### src/rtl/aes_pkg.sv
// Shared AES sequencing types: round-controller state encoding, key-size round
// counts and the default round index width.
package aes_pkg;

  typedef enum logic [2:0] {
    IDLE  = 3'd0,
    INIT  = 3'd1,
    RUN   = 3'd2,
    KWAIT = 3'd3,
    FIN   = 3'd4
  } aes_state_t;

  localparam int AES_NR_128 = 10;
  localparam int AES_NR_192 = 12;
  localparam int AES_NR_256 = 14;

  // Wide enough to hold round indices 0..14 for every key size.
  localparam int AES_RW = 4;

  // Phase counter width; a single-cycle round still needs one bit.
  function automatic int aes_phase_w(input int lat);
    return (lat > 1) ? $clog2(lat) : 1;
  endfunction

endpackage

### src/rtl/aes_round_ctrl_if.sv
// Control bundle between the round sequencer (master) and the wrapper/datapath (slave).
// The abort signal exists only when AES_ROUND_CTRL_ABORT_EN is defined.
interface aes_round_ctrl_if
  import aes_pkg::*;
#(
  parameter int RW = AES_RW
);

  logic          start;
  logic          E_D;
  logic          key_rdy;
`ifdef AES_ROUND_CTRL_ABORT_EN
  logic          abort;
`endif
  logic          busy;
  logic          done;
  logic          ed_q;
  logic [RW-1:0] round;
  logic          key_req;
  logic          ld_sel;
  logic          st_en;
  logic          mix_byp;

`ifdef AES_ROUND_CTRL_ABORT_EN
  modport master (
    input  start, E_D, key_rdy, abort,
    output busy, done, ed_q, round, key_req, ld_sel, st_en, mix_byp
  );

  modport slave (
    output start, E_D, key_rdy, abort,
    input  busy, done, ed_q, round, key_req, ld_sel, st_en, mix_byp
  );
`else
  modport master (
    input  start, E_D, key_rdy,
    output busy, done, ed_q, round, key_req, ld_sel, st_en, mix_byp
  );

  modport slave (
    output start, E_D, key_rdy,
    input  busy, done, ed_q, round, key_req, ld_sel, st_en, mix_byp
  );
`endif

endinterface

### src/rtl/aes_round_phase_cnt.sv
// Per-round phase counter: counts datapath cycles 0..ROUND_LAT-1 and returns to
// zero only through load; flags phase zero and the terminal phase.
module aes_round_phase_cnt
  import aes_pkg::*;
#(
  parameter int ROUND_LAT = 4,
  parameter int PW        = aes_phase_w(ROUND_LAT)
) (
  input  logic clk,
  input  logic rst,
  input  logic load,
  input  logic en,
  output logic tc,
  output logic zero
);

  localparam logic [PW-1:0] LAST = PW'(ROUND_LAT - 1);

  logic [PW-1:0] phase_reg;

  always_ff @(posedge clk) begin
    if (rst || load) begin
      phase_reg <= '0;
    end else if (en) begin
      phase_reg <= phase_reg + PW'(1);
    end
  end

  assign tc   = (phase_reg == LAST);
  assign zero = (phase_reg == '0);

endmodule

### src/rtl/aes_round_ctrl.sv
// Iterative AES round sequencer: initial AddRoundKey then NR rounds of ROUND_LAT
// cycles each, stalling on key_rdy. Optional abort via AES_ROUND_CTRL_ABORT_EN.
module aes_round_ctrl
  import aes_pkg::*;
#(
  parameter int NR        = AES_NR_128,
  parameter int ROUND_LAT = 4,
  parameter int RW        = AES_RW
) (
  input  logic                 clk,
  input  logic                 rst,
  aes_round_ctrl_if.master     bus
);

  localparam int            PW   = aes_phase_w(ROUND_LAT);
  localparam logic [RW-1:0] NR_L = RW'(NR);

  aes_state_t    state_reg;
  logic          busy_reg;
  logic          done_reg;
  logic          ed_q_reg;
  logic [RW-1:0] round_reg;

  logic ph_tc;
  logic ph_zero;
  logic ph_load;
  logic ph_en;
  logic step;
  logic init_go;
  logic abort_act;
  logic last_round;

`ifdef AES_ROUND_CTRL_ABORT_EN
  assign abort_act = bus.abort &&
                     ((state_reg == INIT) || (state_reg == RUN) || (state_reg == KWAIT));
`else
  assign abort_act = 1'b0;
`endif

  assign init_go    = (state_reg == INIT) && bus.key_rdy;
  assign last_round = (round_reg == NR_L);

  // A round cycle executes unless phase 0 lacks its key; a waiting round resumes
  // in the very cycle the key arrives, so each missing-key cycle costs one cycle.
  assign step = ((state_reg == RUN)   && (!ph_zero || bus.key_rdy)) ||
                ((state_reg == KWAIT) && bus.key_rdy);

  assign ph_load = init_go || (step && ph_tc) || abort_act;
  assign ph_en   = step && !ph_tc;

  aes_round_phase_cnt #(
    .ROUND_LAT (ROUND_LAT),
    .PW        (PW)
  ) u_phase (
    .clk  (clk),
    .rst  (rst),
    .load (ph_load),
    .en   (ph_en),
    .tc   (ph_tc),
    .zero (ph_zero)
  );

  always_ff @(posedge clk) begin
    if (rst) begin
      state_reg <= IDLE;
      busy_reg  <= 1'b0;
      done_reg  <= 1'b0;
      ed_q_reg  <= 1'b1;
      round_reg <= '0;
    end else begin
      done_reg <= 1'b0;
      if (abort_act) begin
        state_reg <= IDLE;
        busy_reg  <= 1'b0;
        round_reg <= '0;
      end else begin
        case (state_reg)
          IDLE: begin
            if (bus.start) begin
              ed_q_reg  <= bus.E_D;
              round_reg <= '0;
              busy_reg  <= 1'b1;
              state_reg <= INIT;
            end
          end
          INIT: begin
            if (bus.key_rdy) begin
              round_reg <= RW'(1);
              state_reg <= RUN;
            end
          end
          RUN, KWAIT: begin
            if (!step) begin
              state_reg <= KWAIT;
            end else if (ph_tc && last_round) begin
              state_reg <= FIN;
              busy_reg  <= 1'b0;
              done_reg  <= 1'b1;
            end else begin
              state_reg <= RUN;
              if (ph_tc) begin
                round_reg <= round_reg + RW'(1);
              end
            end
          end
          FIN: begin
            state_reg <= IDLE;
          end
          default: begin
            state_reg <= IDLE;
            busy_reg  <= 1'b0;
          end
        endcase
      end
    end
  end

  assign bus.busy    = busy_reg;
  assign bus.done    = done_reg;
  assign bus.ed_q    = ed_q_reg;
  assign bus.round   = round_reg;
  assign bus.key_req = (state_reg == INIT) || (state_reg == RUN) || (state_reg == KWAIT);
  assign bus.ld_sel  = (state_reg == INIT);
  assign bus.st_en   = init_go || step;
  assign bus.mix_byp = last_round;

endmodule

### src/flat_wrapper.sv
// flat-port wrapper written by rule: the top's interface ports become plain ports
module aes_round_ctrl_flat import aes_pkg::*;
#(
  parameter int NR        = AES_NR_128,
  parameter int ROUND_LAT = 4,
  parameter int RW        = AES_RW
)
  (clk, rst, bus_start, bus_E_D, bus_key_rdy, bus_busy, bus_done, bus_ed_q, bus_round, bus_key_req, bus_ld_sel, bus_st_en, bus_mix_byp);
  aes_round_ctrl_if #(.RW(RW)) bus_i ();
  input  logic clk;
  input  logic rst;
  input wire logic [$bits(bus_i.start)-1:0] bus_start;
  input wire logic [$bits(bus_i.E_D)-1:0] bus_E_D;
  input wire logic [$bits(bus_i.key_rdy)-1:0] bus_key_rdy;
  output wire logic [$bits(bus_i.busy)-1:0] bus_busy;
  output wire logic [$bits(bus_i.done)-1:0] bus_done;
  output wire logic [$bits(bus_i.ed_q)-1:0] bus_ed_q;
  output wire logic [$bits(bus_i.round)-1:0] bus_round;
  output wire logic [$bits(bus_i.key_req)-1:0] bus_key_req;
  output wire logic [$bits(bus_i.ld_sel)-1:0] bus_ld_sel;
  output wire logic [$bits(bus_i.st_en)-1:0] bus_st_en;
  output wire logic [$bits(bus_i.mix_byp)-1:0] bus_mix_byp;
  assign bus_i.start = bus_start;
  assign bus_i.E_D = bus_E_D;
  assign bus_i.key_rdy = bus_key_rdy;
  assign bus_busy = bus_i.busy;
  assign bus_done = bus_i.done;
  assign bus_ed_q = bus_i.ed_q;
  assign bus_round = bus_i.round;
  assign bus_key_req = bus_i.key_req;
  assign bus_ld_sel = bus_i.ld_sel;
  assign bus_st_en = bus_i.st_en;
  assign bus_mix_byp = bus_i.mix_byp;
  aes_round_ctrl #(.NR(NR), .ROUND_LAT(ROUND_LAT), .RW(RW)) u_core (.clk(clk), .rst(rst), .bus(bus_i));
endmodule
### config.mk
export PLATFORM = sky130hd
export DESIGN_NAME = aes_round_ctrl_flat
export DESIGN_NICKNAME = d
export VERILOG_FILES = /design/src/rtl/aes_pkg.sv /design/src/rtl/aes_round_ctrl_if.sv /design/src/rtl/aes_round_phase_cnt.sv /design/src/rtl/aes_round_ctrl.sv /design/src/flat_wrapper.sv
export SDC_FILE = /design/constraint.sdc
export NUM_CORES = 1
export LEC_CHECK = 0
export ABC_AREA = 1
export CAP_MARGIN = 10
export CORE_MARGIN = 4
export CORE_UTILIZATION = 45
export CTS_CLUSTER_SIZE = 30
export DETAILED_ROUTE_END_ITERATION = 8
export PLACE_DENSITY = 0.74
export SLEW_MARGIN = 20
export SYNTH_ARGS = -nofsm -noshare
export SYNTH_HDL_FRONTEND = slang
export SYNTH_SLANG_ARGS = --single-unit
### constraint.sdc
create_clock -name clk -period 1.7 [get_ports clk]
set_input_delay 0.17 -clock clk [delete_from_list [all_inputs] [get_ports clk]]
set_output_delay 0.17 -clock clk [all_outputs]
set_load 0.01 [all_outputs]
==> results.md <==
* Critical setup path kind: flop to output port
* Post-synthesis cell count at 107
* Placed Area at 901 sq um
* Fin cells at 144
* Core area at 0.00151 sq mm
* Max Clock Freq at approximately 0.63 GHz
* Fin crit share at between 90% and 100%
* Met2 wire length at ~760 um
* CTS tree: yes
* WHS at 0.466 ns
* Pins Over Slew Limit at 0
* Largest net degree at the start of global routing at 8
* Initial core utilization at 47.3%
* Nets at 138
* Worst-Margin Slew at 0.255 ns
* Die height at 47.8 um
* PortBufs at 15
* Layout cell share with drive strength beyond 1 at 16.4%
* Post-CTS setup buffers at 0
* Antenna Nets Post-Route at 0
* Layout area overhead at 31.6%
* Post-synthesis cell area at 712 sq um
* Critical path fanouts, max at 5
* Number of global-route vias before repair at 672
* First-pass GRT wire length at 2.73 mm
* Distinct cells, synth at 22
* Final Cell Area at roughly 940 sq um
* CTS root buf: clkbuf_4
* Pleak at around 0.00046 uW
* Post-synthesis register bit count at 12
* Via density per instance at around 5.1
* Pwr/cell area at 917 mW/mm^2
* Routed met1 length at 701 um
* Mapped Avg Cell Area at approximately 6.7 sq um
* Final Hold Fails at 0
* Die footprint at 0.00228 sq mm
* Die width at 47.8 um
* Drt total wl at 1.60 mm
* Congestion Overflow GR at 0
* Reg clk slew, reported paths at ~0.08 ns
* Ant. Diodes at 0
* Clock sink count at 12
* H-tree Lvls at 1
* Max cap viols at 0
* Avg WL per Cell at 11.1 um
* Critical Path AT at 1.41 ns
* Dpl hpwl at 1.30 mm
* Synthesis Warnings at 0
* Vias at 728
* Number of I/O pins at 16
* RSZ-0062 raised after global routing: false
* Slew HR at 83.0%
* Worst r2r path cells at 10
* Worst-Skew Late Latency at roughly 0.27 ns
* Met3 WL post-DR at between 90 and 100 um
* Hold_buf cts at 0
* Worst setup margin at 0.115 ns
* Tightest Hold Check Type: flop to flop
* Clk_skew at around 0.0013 ns
* Total GRT Usage at between 10% and 20%
* Row cnt at 14
* Setup_tns at 0 ns
* Status: complete, no violations
* Max reg flops at 4
* Cell count after placement at 140
* Longest Clk Path Bufs at 2
* Hold path depth at 2
* Drt initial violations at 7
* CP Launch Type: flop
* Inserted Clock Buffers at 3
* Top routing layer used: met4
* Synth Net Count at 116
* Post-synthesis sequential area ratio at 33.7%
* Tmin final at 1.58 ns
* Routability Congestion at 0.862
* Setup WS pre-CTS at between 0.04 and 0.05 ns
* DR pass1 iterations at 4
* Setup crit end kind: output port
* Final Setup Violations at 0
* Initial antenna violation count at 0
* VDD IR max at 479 uV
* DRC violations left at 0
* Critical Path RT at around 1.5 ns
==> cells in the final DEF (no fill, tap or decap), drive strengths merged, types with 2 or more instances in the layout <==
master         Yosys  final
ha                 4      4
buf                1      3
nand2             21     21
nand4              2      2
inv               17     17
clkbuf             0      5
nor3               2      2
nor2              19     19
clkdlybuf4s50      0     11
dlygate4sd2        0      2
o21ai             11     11
dfxtp             12     12
a21oi              5      5
nand3              9      9
==> layout make-up <==
cell class | count | area (sq um)
Inverter | 17 | 63.8
Multi-Input combinational cell | 77 | 407
Tap cell | 16 | 20.0
Clock buffer | 4 | 36.3
Timing Repair Buffer | 18 | 168
Sequential cell | 12 | 243
Fill cell | 147 | 569
==> logic make-up after synthesis <==
family / synth area share (%)
flip-flops: 33.7
AND/OR/NAND/NOR: 34.6
buffers and inverters: 9.49
adder cells (fa/ha/maj): 7.03
XOR/XNOR: 1.23
AO/OA/AOI/OAI: 13.9
==> synth_stat cells <==
cell type	count	area, sq um
a21oi_1	5	25.0
buf_1	1	3.75
dfxtp_1	12	240
ha_1	4	50.1
inv_1	14	52.6
inv_2	3	11.3
nand2_1	19	71.3
nand2_2	2	12.5
nand3_1	8	40.0
nand3_2	1	10.0
nand4_1	2	12.5
nor2_1	16	60.1
nor2_2	2	12.5
nor2_4	1	11.3
nor3_1	2	10.0
o21a_1	1	7.51
o21ai_0	8	40.0
o21ai_1	2	10.0
o21ai_2	1	8.76
o21bai_1	1	7.51
or2_0	1	6.26
xnor2_1	1	8.76
==> layer usage <==
metal,GRT usage (%),vias up
met1,19.6,317
met2,28.0,19
li1,-,386
met3,4.89,6
met5,0,-
met4,14.0,0
==> per-stage QoR <==
step / total power, uW / util, %
6_report: 860 / 62.2
5_1_grt: 934 / 62.2
4_1_cts: 871 / 62.3
3_5_place_dp: 641 / 59.8
3_3_place_gp: 635 / 59.8
2_1_floorplan: 522 / -
==> power breakdown <==
group          switching (uW)  total (uW)  internal (uW)
sequential               24.8         335            310
combinational             166         294            127
clock                     101         231            130
==> repair_timing <==
| action | 4_1_cts | 5_1_grt |
|---|---|---|
| pin swaps | 1 | 0 |
| setup endpoints to repair | 3 | 2 |
| gates resized for setup | 6 | 4 |
==> final timing paths <==
check / from / end / slack (ns)
max: u_core.bus.round[0]$_SDFFE_PP0P_ / bus_mix_byp / 0.12
min: u_core.bus.ed_q$_SDFFE_PP1P_ / u_core.bus.ed_q$_SDFFE_PP1P_ / 0.47
max reg2reg: u_core.bus.round[0]$_SDFFE_PP0P_ / u_core.bus.round[0]$_SDFFE_PP0P_ / 0.23
min reg2reg: u_core.bus.ed_q$_SDFFE_PP1P_ / u_core.bus.ed_q$_SDFFE_PP1P_ / 0.47
==> critical path, stage by stage (launching register included) <==
cell           delay (ns)
dfxtp_1              0.40
inv_1                0.09
ha_1                 0.23
nand3_1              0.11
inv_1                0.04
dlygate4sd2_1        0.27
No activity file was read; power rests on OpenSTA's default activity.
